`src/rtl/gf2_deconv_seq_if.sv`:
```
// Handshake bundle for gf2_deconv_seq: job request (y, h) and result.
// slave = the divider; master = the producer/consumer driving it.
interface gf2_deconv_seq_if #(
    parameter int X_W = 4,
    parameter int H_W = 4
);
    localparam int Y_W = X_W + H_W;

    logic           in_valid;
    logic           in_ready;
    logic [Y_W-1:0] y_in;
    logic [H_W-1:0] h_in;
    logic           out_valid;
    logic           out_ready;
    logic [X_W-1:0] x_out;
    logic [H_W-2:0] rem_out;
    logic           ovf;
    logic           div_err;

    modport slave (
        input  in_valid, y_in, h_in, out_ready,
        output in_ready, out_valid, x_out, rem_out, ovf, div_err
    );

    modport master (
        output in_valid, y_in, h_in, out_ready,
        input  in_ready, out_valid, x_out, rem_out, ovf, div_err
    );
endinterface

```
`src/rtl/gf2_deconv_seq.sv`:
```
// Bit-serial GF(2) polynomial divider: x = y / h, one quotient bit per clock.
// Ports: clk, rst (sync, active-high), bus (gf2_deconv_seq_if.slave):
//   in_valid/in_ready/y_in/h_in request, out_valid/out_ready/x_out/rem_out/ovf/div_err result.
// Option: GF2_DECONV_EARLY_EXIT_EN ends the division as soon as the remainder is zero.
module gf2_deconv_seq #(
    parameter int X_W = 4,
    parameter int H_W = 4
) (
    input  logic               clk,
    input  logic               rst,
    gf2_deconv_seq_if.slave    bus
);
    localparam int Y_W = X_W + H_W;
    localparam int IW  = $clog2(Y_W);
    localparam int DW  = $clog2(H_W);

    typedef enum logic [1:0] {IDLE, DIV, DONE} state_t;

    state_t         state;
    logic [Y_W-1:0] rem;
    logic [Y_W-1:0] q;
    logic [H_W-1:0] hreg;
    logic [DW-1:0]  d;
    logic [IW-1:0]  i;

    logic           in_ready_r;
    logic           out_valid_r;
    logic [X_W-1:0] x_r;
    logic [H_W-2:0] rem_r;
    logic           ovf_r;
    logic           err_r;

    logic [DW-1:0]  d_in;
    logic [IW-1:0]  top;
    logic [Y_W-1:0] hsh;
    logic [Y_W-1:0] rem_nx;
    logic [Y_W-1:0] q_nx;
    logic           last;

    // Degree of the incoming divisor: index of its highest set bit.
    always_comb begin
        d_in = '0;
        for (int k = 0; k < H_W; k++) begin
            if (bus.h_in[k]) d_in = DW'(k);
        end
    end

    // One long-division step: top is the coefficient aligned with h's leading term.
    always_comb begin
        top    = i + IW'(d);
        hsh    = Y_W'(hreg) << i;
        rem_nx = rem;
        q_nx   = q;
        if (rem[top]) begin
            rem_nx  = rem ^ hsh;
            q_nx[i] = 1'b1;
        end
`ifdef GF2_DECONV_EARLY_EXIT_EN
        last = (i == '0) || (rem_nx == '0);
`else
        last = (i == '0);
`endif
    end

    always_ff @(posedge clk) begin
        if (rst) begin
            state       <= IDLE;
            in_ready_r  <= 1'b1;
            out_valid_r <= 1'b0;
            x_r         <= '0;
            rem_r       <= '0;
            ovf_r       <= 1'b0;
            err_r       <= 1'b0;
            rem         <= '0;
            q           <= '0;
            hreg        <= '0;
            d           <= '0;
            i           <= '0;
        end else begin
            unique case (state)
                IDLE: begin
                    if (bus.in_valid) begin
                        rem  <= bus.y_in;
                        q    <= '0;
                        hreg <= bus.h_in;
                        d    <= d_in;
                        i    <= IW'(Y_W - 1) - IW'(d_in);
                        in_ready_r <= 1'b0;
                        if (bus.h_in == '0) begin
                            state       <= DONE;
                            out_valid_r <= 1'b1;
                            x_r         <= '0;
                            rem_r       <= '0;
                            ovf_r       <= 1'b0;
                            err_r       <= 1'b1;
                        end
`ifdef GF2_DECONV_EARLY_EXIT_EN
                        else if (bus.y_in == '0) begin
                            state       <= DONE;
                            out_valid_r <= 1'b1;
                            x_r         <= '0;
                            rem_r       <= '0;
                            ovf_r       <= 1'b0;
                            err_r       <= 1'b0;
                        end
`endif
                        else begin
                            state <= DIV;
                        end
                    end
                end
                DIV: begin
                    rem <= rem_nx;
                    q   <= q_nx;
                    i   <= i - 1'b1;
                    if (last) begin
                        state       <= DONE;
                        out_valid_r <= 1'b1;
                        x_r         <= q_nx[X_W-1:0];
                        // Bits at or above deg(h) are cleared by the division.
                        rem_r       <= rem_nx[H_W-2:0];
                        ovf_r       <= |q_nx[Y_W-1:X_W];
                        err_r       <= 1'b0;
                    end
                end
                DONE: begin
                    if (bus.out_ready) begin
                        state       <= IDLE;
                        out_valid_r <= 1'b0;
                        in_ready_r  <= 1'b1;
                    end
                end
                default: begin
                    state       <= IDLE;
                    out_valid_r <= 1'b0;
                    in_ready_r  <= 1'b1;
                end
            endcase
        end
    end

    assign bus.in_ready  = in_ready_r;
    assign bus.out_valid = out_valid_r;
    assign bus.x_out     = x_r;
    assign bus.rem_out   = rem_r;
    assign bus.ovf       = ovf_r;
    assign bus.div_err   = err_r;
endmodule

```
`src/flat_wrapper.sv`:
```
// flat-port wrapper written by rule: the top's interface ports become plain ports
module gf2_deconv_seq_flat 
#(
    parameter int X_W = 4,
    parameter int H_W = 4
)
  (clk, rst, bus_in_valid, bus_y_in, bus_h_in, bus_out_ready, bus_in_ready, bus_out_valid, bus_x_out, bus_rem_out, bus_ovf, bus_div_err);
  gf2_deconv_seq_if #(.X_W(X_W), .H_W(H_W)) bus_i ();
  input  logic clk;
  input  logic rst;
  input wire logic [$bits(bus_i.in_valid)-1:0] bus_in_valid;
  input wire logic [$bits(bus_i.y_in)-1:0] bus_y_in;
  input wire logic [$bits(bus_i.h_in)-1:0] bus_h_in;
  input wire logic [$bits(bus_i.out_ready)-1:0] bus_out_ready;
  output wire logic [$bits(bus_i.in_ready)-1:0] bus_in_ready;
  output wire logic [$bits(bus_i.out_valid)-1:0] bus_out_valid;
  output wire logic [$bits(bus_i.x_out)-1:0] bus_x_out;
  output wire logic [$bits(bus_i.rem_out)-1:0] bus_rem_out;
  output wire logic [$bits(bus_i.ovf)-1:0] bus_ovf;
  output wire logic [$bits(bus_i.div_err)-1:0] bus_div_err;
  assign bus_i.in_valid = bus_in_valid;
  assign bus_i.y_in = bus_y_in;
  assign bus_i.h_in = bus_h_in;
  assign bus_i.out_ready = bus_out_ready;
  assign bus_in_ready = bus_i.in_ready;
  assign bus_out_valid = bus_i.out_valid;
  assign bus_x_out = bus_i.x_out;
  assign bus_rem_out = bus_i.rem_out;
  assign bus_ovf = bus_i.ovf;
  assign bus_div_err = bus_i.div_err;
  gf2_deconv_seq #(.X_W(X_W), .H_W(H_W)) u_core (.clk(clk), .rst(rst), .bus(bus_i));
endmodule
```
`config.mk`:
```
export PLATFORM = sky130hd
export DESIGN_NAME = gf2_deconv_seq_flat
export DESIGN_NICKNAME = d
export VERILOG_FILES = /design/src/rtl/gf2_deconv_seq_if.sv /design/src/rtl/gf2_deconv_seq.sv /design/src/flat_wrapper.sv
export SDC_FILE = /design/constraint.sdc
export NUM_CORES = 1
export LEC_CHECK = 0
export ABC_AREA = 1
export BUFFER_PORTS_ARGS = -buffer_cell sky130_fd_sc_hd__buf_2
export CAP_MARGIN = 15
export CORE_MARGIN = 1
export CORE_UTILIZATION = 45
export DETAILED_ROUTE_END_ITERATION = 7
export MAX_ROUTING_LAYER = met4
export SETUP_SLACK_MARGIN = 0.4
export SYNTH_ARGS = -nofsm -noshare
export SYNTH_HDL_FRONTEND = slang
export SYNTH_SLANG_ARGS = --single-unit
export TNS_END_PERCENT = 20
```
`constraint.sdc`:
```
create_clock -name clk -period 2.5 [get_ports clk]
set_input_delay 0.25 -clock clk [delete_from_list [all_inputs] [get_ports clk]]
set_output_delay 0.25 -clock clk [all_outputs]
set_load 0.05 [all_outputs]
```
# Yosys cells after proc, flatten, opt, wreduce, memory -nomap -nowiden
# Index checks and enable logic that the tools add are counted.
# op_classes
add_sub_neg,3
n_lt_le_gt_ge,3
eq_ne,7
shift,1
muxes,42
n_bitwise,3
n_reduce_logical,13
# op_table
op,n
$mux 8,4
$pmux 8 s2,2
$mux 1,13
$mux 2,6
$mux 3,4
$mux 4,3
$pmux 3 s2,2
$reduce_and 3->1,3
$lt 3x4->1 const B,2
$or 8x8->8,1
$pmux 4 s2,1
$reduce_and 4->1,2
$shl 4x3->8,1
$xor 8x8->8,1
$ne 2x1->1 const B,3
$pmux 1 s3,2
$pmux 2 s3,1
$logic_not 4->1,1
$ne 2x2->1 const B,2
$pmux 1 s2,2
$reduce_and 2->1,2
$reduce_or 4->1,1
$add 3x2->3,1
$bmux 1 s3,1
11 further kinds,11
# word_totals
regBits,38
in_bits,16
out_inout_bits,11
elab_cells,85

# Logic depth before layout (Yosys ltp)
# Gate-level depths: netlist of run 1.
# depth
word_depth,9
depth_mapped,16
depth_no_buf,16

# Worst setup path after synthesis of run 1
# OpenSTA, ideal clock, no wires.
# synth_timing
kind,reg2reg
from,register u_core.i[0]
to,register u_core.rem[7]
setup_ns,0.110
t_arrival_ns,1.788
required_time_ns,2.390
slack_ns,0.602
path_stages_with_launch,15
n_path_buf,0
period_less_slack_ns,1.898
cell_sequence,dfxtp_1 ha_1 inv_1 fa_1 inv_1 nand3_1 nand3_2 nand2_2 inv_2 nor2_4 nor2_4 nand2_1 nand3_1 nand2_1 inv_1
# synth_via
elab_chain_cells,5
elab_cells_between_ends,9
cone_classes,add/sub (1); eq/ne (1); shift (1); mux (4); bitwise (1); reduce/logical (1)
# synth_rtl
element,line_no,rtl
from (decl),gf2_deconv_seq.sv:24,logic [IW-1:0] i;
from (signal assigned),gf2_deconv_seq.sv:87,i <= IW'(Y_W - 1) - IW'(d_in);
from (signal assigned),gf2_deconv_seq.sv:115,i <= i - 1'b1;
$add 3x2->3,gf2_deconv_seq.sv:50,top = i + IW'(d);
$bmux 1 s3,gf2_deconv_seq.sv:54,if (rem[top]) begin
$mux 1 (not written as such),gf2_deconv_seq.sv:54,
$ne 2x1->1 (no source line),-,
$reduce_and 3->1 (no source line),-,
to (signal assigned),gf2_deconv_seq.sv:83,rem <= bus.y_in;
to (signal assigned),gf2_deconv_seq.sv:113,rem <= rem_nx;
to (decl),gf2_deconv_seq.sv:20,logic [Y_W-1:0] rem;
# Parallel ways exist; a longest one is shown, timed or not. The select of a mux whose other input is x is not followed.
# A chain may end at the register's enable or synchronous reset.

# Worst setup path after layout of run 1
# layout_timing
from,register u_core.d[0]
to,register u_core.rem[7]
# layout_via
elab_chain_cells,5
# layout_rtl
element,line_no,rtl
from (decl),gf2_deconv_seq.sv:23,logic [DW-1:0] d;
from (signal assigned),gf2_deconv_seq.sv:86,d <= d_in;
$add 3x2->3,gf2_deconv_seq.sv:50,
$bmux 1 s3,gf2_deconv_seq.sv:54,
$mux 1 (not written as such),gf2_deconv_seq.sv:54,
$ne 2x1->1 (no source line),-,
$reduce_and 3->1 (no source line),-,
# Every way passes these cells. The select of a mux whose other input is x is not followed.

==> impl_metrics.tcl, run 1 <==
set metrics [dict create \
    finalSetupViolations 0 \
    finalCritPeriodShare_pct 80.7 \
    synthesis.nets 329 \
    crit_top_cell "inv_2" \
    routed_wl_um 5020 \
    endpoint_kind "register" \
    fin_tns_setup_ps 0 \
    crit_path_top_delay_cell "fa_2" \
    crit_arrival_ps 2200 \
    multi_input_area_mm2 0.00114 \
    grt_pass1_wl_um 8600 \
    crit_path_cell_trace "ha_4 > inv_2 > fa_2 > inv_2 > nand3_2 > nand3_2 > nand2_4 > inv_2 > nor2_4 > nor2_4 > nand2_1 > nand3_1 > nand2_1 > inv_1" \
    area_growth_pct 17.3 \
    yosys.area.top_type "dfxtp_1" \
    ir_drop_v 0.000364 \
    clkLatencyLatePin_ps 290 \
    wire_per_inst_um 12.8 \
    synth_top_area_share_pct 36.8 \
    min_period_ps 2020 \
    met3_usage_pct 5.23 \
    synthCells 309 \
    dieArea_mm2 0.00486 \
    status "complete, no violations" \
    critPathLaunchType "register" \
    cts_sinks 38 \
    drive_above_1_share_pct 23.2 \
    yosys_warnings 0 \
    drv_slew 0 \
    die_y_um 69.7 \
    use_met2_pct 35.6 \
    syn_area_per_cell_um2 6.68 \
    slowest_delay_ps 560 \
    seq_area_frac_synth_pct 36.8 \
    dp_hpwl_um 3640 \
    antenna_found_initial 0 \
    nets 359 \
    postCtsHoldBufs 0 \
    grt_overflow 0 \
    holdCritPathClass "in -> reg" \
    cts_tree "built" \
    clockBufferDepth 2 \
    layout_commonest_cell "nand2_1" \
    core-area_mm2 0.00438 \
    n_fill_cell 460 \
    yosys-top-cells-area "dfxtp_1, nand2_1, o21ai_0, inv_1, a21oi_1" \
    firstDrtPassIters 4 \
    hold_path_depth 3 \
    top_usage_layer "met2" \
    numCtsBuffers 5 \
    slew_headroom_pct 62.7 \
    p_leak_nw 1.16 \
    tightest_slew_ps 558 \
    final_cell_area_mm2 0.00242 \
    placed_cell_area_mm2 0.00225 \
    fp-row-count 24 \
    grt_use_total_pct 22.8 \
    cts.htree.levels 2 \
    fin_worst_skew_ps 4.26 \
    start_util_pct 47.1 \
    grt_pass1_vias 1904 \
    cts_root_buf "clkbuf_8" \
    vias 2008 \
    layout_common_cells "nand2_1, dfxtp_1, inv_1, o21ai_0, buf_2" \
    die_w_um 69.7 \
    cap_violations 0 \
    ys_ff_latch 38 \
    drc_errors 0 \
    gr-usage-met1_pct 28.7 \
    gp_congestion 0.963 \
    io_pins 27 \
    crit_required_ps 2690 \
    powerDensity_mw_per_mm2 978 \
    routed_via_density 5.12 \
    ant_nets 0 \
    synth_area_mm2 0.00206 \
    final_hold_viol_count 0 \
    path_clk_slew_ps 80 \
    reg2reg_depth 14 \
    port_buffers 26 \
    regArea_um2 764 \
    grt_max_degree 20 \
    max_clock_freq_mhz 496 \
    antenna_cells 0 \
    yosysUniqueCellTypes 31 \
    rsz0062_at_grt "yes" \
    drtIter0Drc 119 \
    crit_path_max_fanout 6 \
    path_class "reg -> reg" \
]
==> flip-flops by register name, indices dropped and copies added, names as in the netlist <==
signal and cells:
u_core.hreg 4, u_core.i 3, u_core.d 2, u_core.q 8
u_core.bus.x_out 4, u_core.bus.out_valid 1, u_core.state 2, u_core.bus.ovf 1
u_core.bus.div_err 1, u_core.bus.rem_out 3, u_core.rem 8, u_core.bus.in_ready 1
==> power by group <==
group	switching [mW]	total (mW)	internal, mW
logic	0.754	1.11	0.357
registers	0.0855	0.806	0.721
clock network	0.229	0.451	0.222
==> final timing paths <==
kind                     from        endpoint  slack (ps)
setup / recovery  u_core.d[0]   u_core.rem[7]         480
hold / removal    bus_h_in[2]  u_core.hreg[2]         210
setup reg to reg  u_core.d[0]   u_core.rem[7]         480
hold reg to reg   u_core.q[5]     u_core.q[5]         460
==> area by class of cell <==
type / count / share of cell area, %
Tap cell: 52 / 2.69
Inverter: 43 / 6.67
Multi-Input combinational cell: 216 / 47.0
Clock inverter: 2 / 0.517
Sequential cell: 38 / 31.6
Timing Repair Buffer: 35 / 8.17
Clock buffer: 6 / 3.41
==> metrics by stage <==
step           std cells  setup WS [ps]  utilization, %  power, mW  hold WS (ps)
5_1_grt              392            358            55.2       2.54           230
2_1_floorplan        309            602               -       1.62           319
3_5_place_dp         382            295            51.3       1.83           456
3_3_place_gp         382            367            51.3       1.83           452
4_1_cts              392            420            53.9       2.32           200
6_report             392            483            55.2       2.37           207
==> critical path, delay by kind of cell (launching register included) <==
kind | cells | cell delay, ps
buffers and inverters | 4 | 190
AND/OR/NAND/NOR | 8 | 670
flip-flops | 1 | 360
adder cells (fa/ha/maj) | 2 | 690
==> cell families after synthesis <==
logic type | Yosys count | share of synthesized area, %
xor+xnor | 3 | 1.27
buf+inv | 55 | 11.0
flops | 38 | 36.8
fa+ha+maj | 4 | 2.79
compound gates | 70 | 18.6
simple gates | 139 | 29.5
==> Yosys cell counts <==
cell       n
a211oi_1   2
a21oi_1   22
a21oi_2    1
a22oi_1    2
a31oi_1    5
buf_2      4
buf_6      2
clkbuf_1   6
clkinv_1   2
dfxtp_1   38
fa_1       1
ha_1       3
inv_1     34
inv_2      7
nand2_1   82
nand2_2    4
nand3_1   20
nand3_2    3
nand3b_1   1
nand4_1    2
nor2_1    20
nor2_2     2
nor2_4     2
nor3_1     2
o211ai_1   1
o21a_1     4
o21ai_0   29
o21ai_1    3
o22ai_1    1
or2_2      1
xor2_1     3
==> routing by layer <==
| layer | vias to the layer above | wire length (um) |
|---|---|---|
| li1 | 1055 | - |
| met1 | 912 | 2530 |
| met2 | 34 | 2240 |
| met3 | 7 | 193 |
| met4 | 0 | 56 |
| met5 | - | 0 |
==> repair_timing <==
item,4_1_cts,5_1_grt
setup buffers,2,0
pin swaps,1,6
setup endpoints to repair,9,21
gates resized for setup,1,17
No activity file was read; power rests on OpenSTA's default activity.
==> run 2, diff against run 1 <==
clock period = 1.95 ns   (was 2.5 ns; I/O delays follow)
==> impl_metrics.tcl, run 2 (same netlist as run 1, synthesis figures left out) <==
set metrics [dict create \
    status "finished, violations left" \
    violations "setup timing" \
    area_growth_pct 21.8 \
    crit_arrival_ps 2230 \
    cts_root_buf "clkbuf_8" \
    antenna_found_initial 0 \
    drc_errors 0 \
    grt_overflow 0 \
    path_class "reg -> reg" \
    routed_wl_um 5080 \
    ant_nets 0 \
    whs_endpoint "u_core.hreg[2]" \
    port_buffers 26 \
    drv_slew 0 \
    fp-row-count 24 \
    min_period_ps 2050 \
    total_power_mw 3.15 \
    grt_pass1_vias 1888 \
    crit_path_max_fanout 11 \
    routed_via_density 5.09 \
    die_w_um 69.7 \
    use_met2_pct 34.5 \
    top_regs "u_core.q x8, u_core.rem x8" \
    reg2reg_depth 13 \
    cts_tree "built" \
    powerDensity_mw_per_mm2 1250 \
    dp_hpwl_um 3580 \
    cts_sinks 38 \
    clkLatencyLatePin_ps 290 \
    layout_common_cells "nand2_1, dfxtp_1, inv_1, o21ai_0, buf_2" \
    ir_drop_v 0.000638 \
    post-route-util_pct 57.4 \
    met3_usage_pct 5.96 \
    endpoint_kind "register" \
    hold_path_depth 3 \
    grt_use_total_pct 23.1 \
    io_pins 27 \
    rr_startpoint "u_core.d[0]" \
    max_clock_freq_mhz 488 \
    rr_endpoint "u_core.bus.ovf" \
    n_fill_cell 460 \
    start_util_pct 47.1 \
    final_cell_area_mm2 0.00251 \
    post-place-ws_ps -66.8 \
    postCtsHoldBufs 0 \
    grt_max_degree 19 \
    finalSetupViolations 18 \
    critPathLaunchType "register" \
    antenna_cells 0 \
    rrSetupSlack_ps -100 \
    layout_commonest_cell "nand2_1" \
    finalCritPeriodShare_pct 105 \
    nets 365 \
    die_y_um 69.7 \
    vias 2024 \
    finalNonFillerCells 398 \
    worst_hold_slack_ps 150 \
    firstDrtPassIters 4 \
    drive_above_1_share_pct 26.9 \
    top_usage_layer "met2" \
    rsz0062_at_grt "yes" \
    fin_ws_ps -97.6 \
    path_clk_slew_ps 70 \
    fin_worst_skew_ps 6.48 \
    gr-usage-met1_pct 31.5 \
    final_hold_viol_count 0 \
    place_inst 388 \
    hold_start "bus_h_in[2]" \
    core-area_mm2 0.00438 \
    grt_pass1_wl_um 8670 \
    holdCritPathClass "in -> reg" \
    p_leak_nw 1.19 \
    placed_cell_area_mm2 0.00231 \
    dieArea_mm2 0.00486 \
    numCtsBuffers 5 \
    wire_per_inst_um 12.8 \
    fin_tns_setup_ps -673 \
    startpoint "u_core.d[0]" \
    gp_congestion 0.927 \
    crit_required_ps 2130 \
    cap_violations 0 \
    drtIter0Drc 77 \
    clockBufferDepth 2 \
    tightest_slew_ps 282 \
    slew_headroom_pct 81.0 \
    cts.htree.levels 2 \
]
[run 2: cell count changes in the layout (fill, tap and decap cells not counted), sizes merged]
cell / previous run / this run
buf: 35 / 41
clkbuf: 6 / 7
clkinvlp: 1 / 0
[run 2: repair_timing]
| item | in CTS | in global routing |
|---|---|---|
| pin swaps | 8 | 13 |
| buffers inserted | 0 | 2 |
| gates cloned | 0 | 0 |
| endpoints found under the setup margin | 25 | 28 |
| gates resized for setup | 11 | 22 |
[run 2: worst max-delay path: stages, from the launching register on]
cell	delay [ps]
dfxtp_2	360
ha_4	130
inv_2	30
fa_2	560
nand3_1	110
nand3_2	110
nand2_4	70
buf_12	140
nand2_1	70
nand2_1	70
nor2_1	100
nand2_1	50
nand2_1	50
a21oi_1	60
[run 2: where the power goes]
part / switching (mW) / leakage (nW) / internal [mW]
combinational: 1.01 / 0.828 / 0.529
sequential: 0.111 / 0.313 / 0.925
clock: 0.281 / 0.0482 / 0.285
total: 1.41 / 1.19 / 1.74
[run 2: final cells by class]
cell class | instances | area (um^2) | area share (%)
clock inverters | 1 | 5.00 | 0.199
multi-input cells | 216 | 1160 | 46.3
inverters | 43 | 171 | 6.82
clock buffers | 7 | 86.3 | 3.43
well taps | 52 | 65.1 | 2.59
flip-flops and latches | 38 | 764 | 30.4
repair buffers | 41 | 259 | 10.3
[run 2: worst max path at each step]
| stage | slack [ps] | cells past startpoint | endpoint |
|---|---|---|---|
| 3_3_place_gp | -10 | 14 | u_core.bus.ovf |
| 2_1_floorplan | 60 | 14 | u_core.rem[7] |
| 6_report | -100 | 13 | u_core.bus.ovf |
| 5_1_grt | -230 | 14 | u_core.rem[7] |
| 4_1_cts | -60 | 13 | u_core.bus.ovf |
| 3_5_place_dp | -70 | 14 | u_core.rem[3] |
[run 2: layer usage]
layer  routed length (um)  part of all wire (%)
met1                 2560                    50
met5                    0                     0
met2                 2300                    45
met4                   29                  0.57
met3                  190                   3.7
